[config.mk]
export PLATFORM = sky130hd
export DESIGN_NAME = encoder4_seq
export DESIGN_NICKNAME = d
export VERILOG_FILES = /design/src/rtl/decoder_pkg.sv /design/src/rtl/encoder4_seq_prio_pick4.sv /design/src/rtl/encoder4_seq.sv
export SDC_FILE = /design/constraint.sdc
export NUM_CORES = 1
export LEC_CHECK = 0
export CORE_AREA = 2 2 39 41
export CTS_BUF_LIST = sky130_fd_sc_hd__clkbuf_8
export DETAILED_ROUTE_END_ITERATION = 10
export DIE_AREA = 0 0 41 43
export PLACE_DENSITY = 0.79
export SETUP_SLACK_MARGIN = 0.5
export SLEW_MARGIN = 5
export SYNTH_ARGS = -nofsm -noshare
export SYNTH_HDL_FRONTEND = slang
export SYNTH_HIERARCHICAL = 1
export SYNTH_SLANG_ARGS = --single-unit
[constraint.sdc]
create_clock -name clk -period 3 [get_ports clk]
set_input_delay 0.6 -clock clk [delete_from_list [all_inputs] [get_ports clk]]
set_output_delay 0.6 -clock clk [all_outputs]
set_load 0.02 [all_outputs]
[src/rtl/decoder_pkg.sv]
// Shared constants for the 2-to-4 decoder family and its 4-to-2 return encoder.
package decoder_pkg;

  localparam int unsigned N_LINES = 4;

  localparam logic [1:0] CODE_Y1 = 2'b00;
  localparam logic [1:0] CODE_Y2 = 2'b01;
  localparam logic [1:0] CODE_Y3 = 2'b10;
  localparam logic [1:0] CODE_Y4 = 2'b11;

  localparam logic [1:0] LINE_CODE [N_LINES] = '{CODE_Y1, CODE_Y2, CODE_Y3, CODE_Y4};

  localparam bit PICK_FIXED = 1'b0;
  localparam bit PICK_RR    = 1'b1;

endpackage

[src/rtl/encoder4_seq_prio_pick4.sv]
// Rotating priority picker: first set bit of pend searching upward from start, wrapping.
module prio_pick4
  import decoder_pkg::*;
(
  input  logic [N_LINES-1:0] pend,
  input  logic [1:0]         start,
  output logic [1:0]         idx,
  output logic               any
);

  logic [1:0] j;

  always_comb begin
    idx = '0;
    j   = '0;
    any = |pend;
    // Walk offsets high to low so the smallest offset from start is the last write.
    for (int unsigned k = N_LINES; k > 0; k--) begin
      j = start + 2'(k - 1);
      if (pend[j]) idx = j;
    end
  end

endmodule

[src/rtl/encoder4_seq.sv]
// Registered 4-to-2 request encoder with pending set, valid/ready output slot and sticky overflow.
module encoder4_seq
  import decoder_pkg::*;
#(
  parameter bit EDGE_DET = 1'b1,
  parameter bit RR_EN    = 1'b0
) (
  input  logic clk,
  input  logic rst_n,
  input  logic d1,
  input  logic d2,
  input  logic d3,
  input  logic d4,
  input  logic e,
  input  logic rdy,
  output logic a,
  output logic b,
  output logic v,
  output logic ovf
);

  localparam bit MODE = RR_EN ? PICK_RR : PICK_FIXED;

  logic [N_LINES-1:0] d_vec, d_q, evt;
  logic [N_LINES-1:0] pend_q, pend_d;
  logic [N_LINES-1:0] win_oh, slot_hit, drop;
  logic [1:0]         last_q, last_d, code_q, code_d;
  logic [1:0]         start, pick_idx;
  logic               v_q, v_d, ovf_q, ovf_d;
  logic               pick_any, load;

  assign d_vec = {d4, d3, d2, d1};
  assign evt   = EDGE_DET ? (d_vec & ~d_q) : d_vec;
  assign start = (MODE == PICK_RR) ? last_q + 2'd1 : '0;

  prio_pick4 u_pick (
    .pend  (pend_q),
    .start (start),
    .idx   (pick_idx),
    .any   (pick_any)
  );

  assign load = e & (~v_q | rdy) & pick_any;

  always_comb begin
    win_oh   = '0;
    slot_hit = '0;
    drop     = '0;
    pend_d   = '0;
    for (int unsigned i = 0; i < N_LINES; i++) begin
      win_oh[i]   = load && (pick_idx == LINE_CODE[i]);
      slot_hit[i] = v_q && (code_q == LINE_CODE[i]);
      // A fresh event on the bit being granted re-arms it instead of overflowing.
      drop[i]     = evt[i] & ~win_oh[i] & (pend_q[i] | slot_hit[i]);
      pend_d[i]   = e & ((pend_q[i] & ~win_oh[i]) | (evt[i] & ~drop[i]));
    end
  end

  always_comb begin
    ovf_d  = e & (ovf_q | (|drop));
    code_d = code_q;
    v_d    = v_q;
    last_d = last_q;
    if (!e) begin
      v_d = 1'b0;
    end else if (load) begin
      code_d = pick_idx;
      v_d    = 1'b1;
      last_d = pick_idx;
    end else if (v_q && rdy) begin
      v_d = 1'b0;
    end
  end

  always_ff @(posedge clk or negedge rst_n) begin
    if (!rst_n) begin
      d_q    <= '0;
      pend_q <= '0;
      last_q <= 2'd3;
      code_q <= '0;
      v_q    <= 1'b0;
      ovf_q  <= 1'b0;
    end else begin
      d_q    <= d_vec;
      pend_q <= pend_d;
      last_q <= last_d;
      code_q <= code_d;
      v_q    <= v_d;
      ovf_q  <= ovf_d;
    end
  end

  assign a   = code_q[1];
  assign b   = code_q[0];
  assign v   = v_q;
  assign ovf = ovf_q;

endmodule
Yosys cells after proc, flatten, opt, wreduce, memory -nomap -nowiden
Cells that the tools add are included.

Bits in registers: 12. Bits in latches: 0. RAM bits: 0. ROM bits: 0. Input bits: 8. Output and inout port bits: 4. Word-level logic and storage cells: 77. Memories kept: 0.

Add/subtract/negate cells: 0. Multiply operators: 0. Div/mod/pow operators: 0. Magnitude comparators: 0. Equality and inequality tests: 7. Shift-type cells: 0. Muxes and demuxes: 7. Bitwise gates (word level): 44. Reductions and logical operators: 14.

Operators with widths (number): $and 1x1->1 (23); $or 1x1->1 (10); $logic_and 1x1->1 (9); $not 1->1 (9); $eq 2x2->1 const B (4); $mux 2 (4); $reduce_or 4->1 (2); $and 4x4->4 (1); $eq 2x1->1 const B (2); $logic_not 2->1 (2); $not 4->4 (1); $mux 1 (3); $ne 3x1->1 const B (1); $reduce_and 2->1 (1).

Depth between registers and ports, before layout
Word-level depth: 13. Gate-level depth with buffers: 7. Depth with buffers taken out: 7.

Modules after synthesis
Netlist, hierarchy kept.

Modules (own cells, without submodules): encoder4_seq (times used 1, cells each 64, area an instance 615.6 µm², seq. area each 300.3 µm²); prio_pick4 (times used 1, cells each 13, area an instance 77.6 µm², seq. area each 0.0 µm²).

Worst setup path before layout
Ideal clock, no wire load.

Path type: reg-to-reg. Start point: register pend_q[1]. End point: register ovf_q, in the netlist ovf. Setup time: 0.137 ns. Data arrival time: 1.492 ns. Data required time: 2.863 ns. Slack: 1.372 ns. Cell stages (with the launch flop): 7. Path buffers: 0. Clock period less this slack: 1.628 ns. Cell sequence: dfrtp_1 > nor2_1 > a211oi_1 > nor2_1 > or3_1 > a2111oi_1 > o32ai_1.

Word-level cells in the longest chain between the ends: 10. Elaborated cells on any way between the ends: 28. Classes of those cells: 3 x eq/ne; 2 x mux; 16 x bitwise; 7 x reduce/logical.

Ends and longest elaborated chain: from (decl) (RTL line encoder4_seq.sv:25) `logic [N_LINES-1:0] pend_q, pend_d;`; from (signal assigned) (RTL line encoder4_seq.sv:85) `pend_q <= pend_d;`; $mux 2 * (2 in a row) (RTL line encoder4_seq_prio_pick4.sv:20) `if (pend[j]) idx = j;`; net pick_idx[1] (RTL line encoder4_seq.sv:28) `logic [1:0] start, pick_idx;`; $eq 2x1->1 (tied with other cells) (RTL line encoder4_seq.sv:51) `win_oh[i] = load && (pick_idx == LINE_CODE[i]);`; $logic_and 1x1->1 (RTL line encoder4_seq.sv:51); $not 1->1 (RTL line encoder4_seq.sv:54) `drop[i] = evt[i] & ~win_oh[i] & (pend_q[i] | slot_hit[i]);`; $and 1x1->1 (2 in a row) (RTL line encoder4_seq.sv:54); $reduce_or 4->1 * (RTL line encoder4_seq.sv:60) `ovf_d = e & (ovf_q | (|drop));`; $or 1x1->1 * (RTL line encoder4_seq.sv:60); $and 1x1->1 * (RTL line encoder4_seq.sv:60); net ovf_d (RTL line encoder4_seq.sv:29) `logic v_q, v_d, ovf_q, ovf_d;`; to (signal assigned) (RTL line encoder4_seq.sv:89) `ovf_q <= ovf_d;`; to (decl) (RTL line encoder4_seq.sv:29).

Mark *: on every way through the listed nets, which the timed path passes. The rest lies on a longest branch. A chain may end at the register's enable or synchronous reset.

Worst setup path after layout
Start point: input e. End point: register ovf_q, in the netlist ovf.

Word-level cells in the longest chain between the ends: 9. Elaborated cells on any way between the ends: 21. Classes of those cells: 16 x bitwise; 5 x reduce/logical.

Ends and longest elaborated chain: from (decl) (RTL line encoder4_seq.sv:14) `input logic e,`; $and 1x1->1 (2 in a row) (RTL line encoder4_seq.sv:43) `assign load = e & (~v_q | rdy) & pick_any;`; $logic_and 1x1->1 (RTL line encoder4_seq.sv:51); $not 1->1 (RTL line encoder4_seq.sv:54); $and 1x1->1 (2 in a row) (RTL line encoder4_seq.sv:54); $reduce_or 4->1 (RTL line encoder4_seq.sv:60); $or 1x1->1 (RTL line encoder4_seq.sv:60); $and 1x1->1 * (RTL line encoder4_seq.sv:60); net ovf_d (RTL line encoder4_seq.sv:29).

Marks and branches as above.

==> results.txt <==
* Area of the die: ~0.0018 mm²
- Global routing consumed, over all layers together, 19.9% of the routing resources.
- Fill cell total of the finished layout: 117
- The initial utilization of the core area, before any placement, comes to 50.1%.
* Iter 0 DRT Violations: 9
- Area growth from synthesis to layout: 29.1%
- Count of distinct cell types in the synthesized netlist: 30
- Nets@finish: ~110
- Vertical die dimension: approximately 43 µm
- For this design, the sink count on the clock tree is 12.
* Cts-stage hold buffer count: 0
- No sink is reached through more buffers than the 2 on the longest clock path.
- For the worst setup path, the data arrival time is about 2.0 ns.
- Antenna fix cells: 0
- After technology mapping, the gate count stands at 77.
* Setup total negative slack: 0 ns
- Among cell families on the critical path, the largest total delay comes from buffers and inverters.
- Worst hold path depth: 2
- The number of slew-limit violations in the final report is 0.
- Number of gates given a new drive strength after cts: 0
- The post-route netlist has about a tenth of its cells at a drive strength greater than 1.
* Stages on worst setup path: 5
- The tightest min-delay check is of the flip-flop to flip-flop type.
- Pin count of the biggest net entering global routing: 13
- Slowest cell on the critical path: sky130_fd_sc_hd__clkdlybuf4s50_1
* Root cell of the clock tree: sky130_fd_sc_hd__clkbuf_8
* Final critical path time including I/O delays and setup: roughly 1.9 ns
- Total DRC errors in the routed layout: 0
- Worst reg2reg path startpoint: pend_q[2]
* Area of the mapped netlist: approximately 700 µm²
- The number of buffers and inverters on the critical path is 1.
- Detailed routing inserted a total of 638 vias.
* Die Width: ~41 µm
* Top flip-flop cell by instance count after synthesis: sky130_fd_sc_hd__dfrtp_1
* Std-Cell Rows: 14
- Sequential elements use between 40% and 50% of the synthesized area.
- Aggregate routed wire length: around 1.5 mm
- End-of-flow core utilization: about 65%
- For the worst flop-to-flop path, the logic depth is 6.
- Hold slack final: between 0.5 and 0.6 ns
* TritonCTS clock tree: yes
- Detailed placement finished with a half-perimeter wire length of between 1 and 1.5 mm.
- The endpoint identified for the worst register-to-register timing path is ovf.
- List of cells traversed by the critical path: clkdlybuf4s50_1, nand2_1, or3_1, a2111oi_1, o32ai_1
- Clock transition at the registers of the reported paths: 0.05 ns
- After clock tree synthesis, the setup repair step added 0 buffers.
* Clock insertion delay at the later pin of the skew report: 0.24 ns
- Dominant cell by count in the synthesized netlist: sky130_fd_sc_hd__dfrtp_1
* P per Cell Area: roughly 550 mW/mm²
- Inst Count DP: ~110
- Antenna-violating nets left: 0
* Slew @ Worst Pin: 0.537 ns
* Number of setup violations in the final report: 0
- Counting flops with a built-in enable in the synthesized netlist gives 0.
- Maximum clock frequency: ~500 MHz
- For this run the aggregate overflow at the end of global routing stands at 0.
- The worst setup path is launched from an input pin.
* Area share of the leading cell type in the synthesized netlist: a little over two fifths
* Number of standard cells in the layout, taps in and fillers out: between 100 and 150
- Result of the run: complete, no violations
- Clock tree synthesis inserted a total of 3 buffers.
* Setup repair after global routing missed its margin: no
- For this design the static power due to leakage is approximately 0.38 nW.
* Worst Clk Skew: around 0.00050 ns
* Total count of hold-check failures in the final report: 0
- Of all flip-flops after synthesis, the portion carrying an async set or reset was 100%.
* R2R setup slack: around 1.1 ns
* Crit. End Element: flip-flop
- Slew headroom: ~64%
* Data required time at the worst endpoint: between 3 and 4 ns
- At the end of routability-driven placement, the weighted congestion stood at ~0.87.
* Initial antenna violation count: 0
- For this run, the slowest stage of the critical path takes 0.52 ns.
- Count of synthesis-stage warnings from yosys: 6
- The worst-case IR drop observed on VDD is roughly 0.43 mV.
- The floorplan step defined a core boundary enclosing ~0.0014 mm².
- Largest cells by area after synthesis: sky130_fd_sc_hd__dfrtp_1 43%, sky130_fd_sc_hd__o21ai_0 5.1%, sky130_fd_sc_hd__a21oi_1 4.3%, sky130_fd_sc_hd__nor2_1 4.3%, sky130_fd_sc_hd__nand2_1 3.8%
* Most frequent cells after synthesis: 12 x sky130_fd_sc_hd__dfrtp_1, 8 x sky130_fd_sc_hd__nor2_1, 7 x sky130_fd_sc_hd__nand2_1, 7 x sky130_fd_sc_hd__o21ai_0, 6 x sky130_fd_sc_hd__a21oi_1
* Setup Crit Path Kind: input pin to flip-flop
* Hold Crit Endpoint: pend_q[3]
- Top metal layer carrying routed signals: met4
- In this run the mean area of a mapped cell was about 9 µm².
- Synthesis inferred 12 register bits.
- In the routed layout, each cell is associated on average with a via count of around 5.5.
- Buffers placed on the I/O ports in this run total 11.
- Routed metal-1 wire length: between 600 and 700 µm
* Startpoint of the most critical hold path: d_q[3]
- Along the worst path, the maximum fanout reaches 4.
- First-pass GRT wire length: 2.28 mm
- The routed design uses a little under 80 µm of met3 wire.
- The first TritonRoute pass finished after 4 iterations.
- Power, Total: just under 0.5 mW
- H-tree depth: 1
* Sequential cell area: 300 µm²
- Max-cap violations: 0
- Vias in the first global route: approximately 550
- The biggest area contributor in the post-synthesis netlist is sky130_fd_sc_hd__dfrtp_1.
- 12 I/O pins were placed.
* Period utilisation layout: between 60% and 70%
- Met2 wirelength from detailed routing: between 700 and 800 µm
* Multi-input gate area: around 410 µm²
- In the final routed layout, each cell accounts on average for roughly 13 µm.
-- stage by stage --
stage | cell area, µm² | worst slack, ns
final | 895 | 1.06
after global routing | 895 | 0.963
after CTS | 895 | 1.04
after detailed placement | 853 | 0.839
after global placement | 853 | 0.881
after floorplan | 723 | 1.37
-- per-layer routing --
layer  track usage, %  vias to the layer above
met3             3.14                        4
met4             12.7                        0
met1             23.4                      292
met5                0                        -
li1                 -                      322
met2             31.6                       20
-- power by group --
part	internal [mW]	switching, mW	total (mW)
Combinational	0.0665	0.0774	0.144
Sequential	0.182	0.0227	0.205
Clock	0.0879	0.0527	0.141
-- area by class of cell --
| type | instances | area share [%] |
|---|---|---|
| Sequential cell | 12 | 33.6 |
| Clock buffer | 3 | 4.62 |
| Timing Repair Buffer | 11 | 12.3 |
| Multi-Input combinational cell | 69 | 45.6 |
| Tap cell | 16 | 2.24 |
| Inverter | 4 | 1.68 |
-- worst min-delay path, cell delays in order (launching register included) --
cell and delay, ns:
sky130_fd_sc_hd__dfrtp_1 0.33, sky130_fd_sc_hd__or3b_2 0.11, sky130_fd_sc_hd__a21oi_1 0.05
-- cell families (layout without fill, tap and decap cells) --
logic type / count (synthesis) / in the layout / share of synthesized area (%)
DFF: 12 / 12 / 43.3
muxes: 1 / 1 / 1.44
and+or+nand+nor: 34 / 34 / 28.3
buffers and inverters: 4 / 18 / 2.17
other: 1 / 9 / 0.541
AOI/OAI and AO/OA: 25 / 25 / 24.2
-- state kept, by name, summed over array words and instances, names as in the netlist --
register,flops
code_q,2
d_q,4
ovf,1
pend_q,4
v,1
-- how the worst max path moves through the flow --
stage,end,from
after floorplan,ovf,pend_q[1]
after global placement,ovf,e
after detailed placement,pend_q[3],e
after CTS,ovf,e
after global routing,ovf,e
final,ovf,e
-- placed cells by master, fill, tap and decap left out, types with 2 or more instances in the layout --
| master | instances |
|---|---|
| sky130_fd_sc_hd__dfrtp_1 | 12 |
| sky130_fd_sc_hd__nor2b_1 | 2 |
| sky130_fd_sc_hd__clkbuf_8 | 3 |
| sky130_fd_sc_hd__conb_1 | 9 |
| sky130_fd_sc_hd__nor4_1 | 3 |
| sky130_fd_sc_hd__inv_1 | 4 |
| sky130_fd_sc_hd__o21ai_0 | 7 |
| sky130_fd_sc_hd__o21a_1 | 2 |
| sky130_fd_sc_hd__clkdlybuf4s50_1 | 11 |
| sky130_fd_sc_hd__and3b_2 | 2 |
| sky130_fd_sc_hd__a21oi_1 | 6 |
| sky130_fd_sc_hd__nand2b_1 | 3 |
| sky130_fd_sc_hd__a211oi_2 | 2 |
| sky130_fd_sc_hd__nand2_1 | 7 |
| sky130_fd_sc_hd__nor2_1 | 8 |
| sky130_fd_sc_hd__a31oi_1 | 2 |
Note: power is estimated with default switching activity, not from simulation.
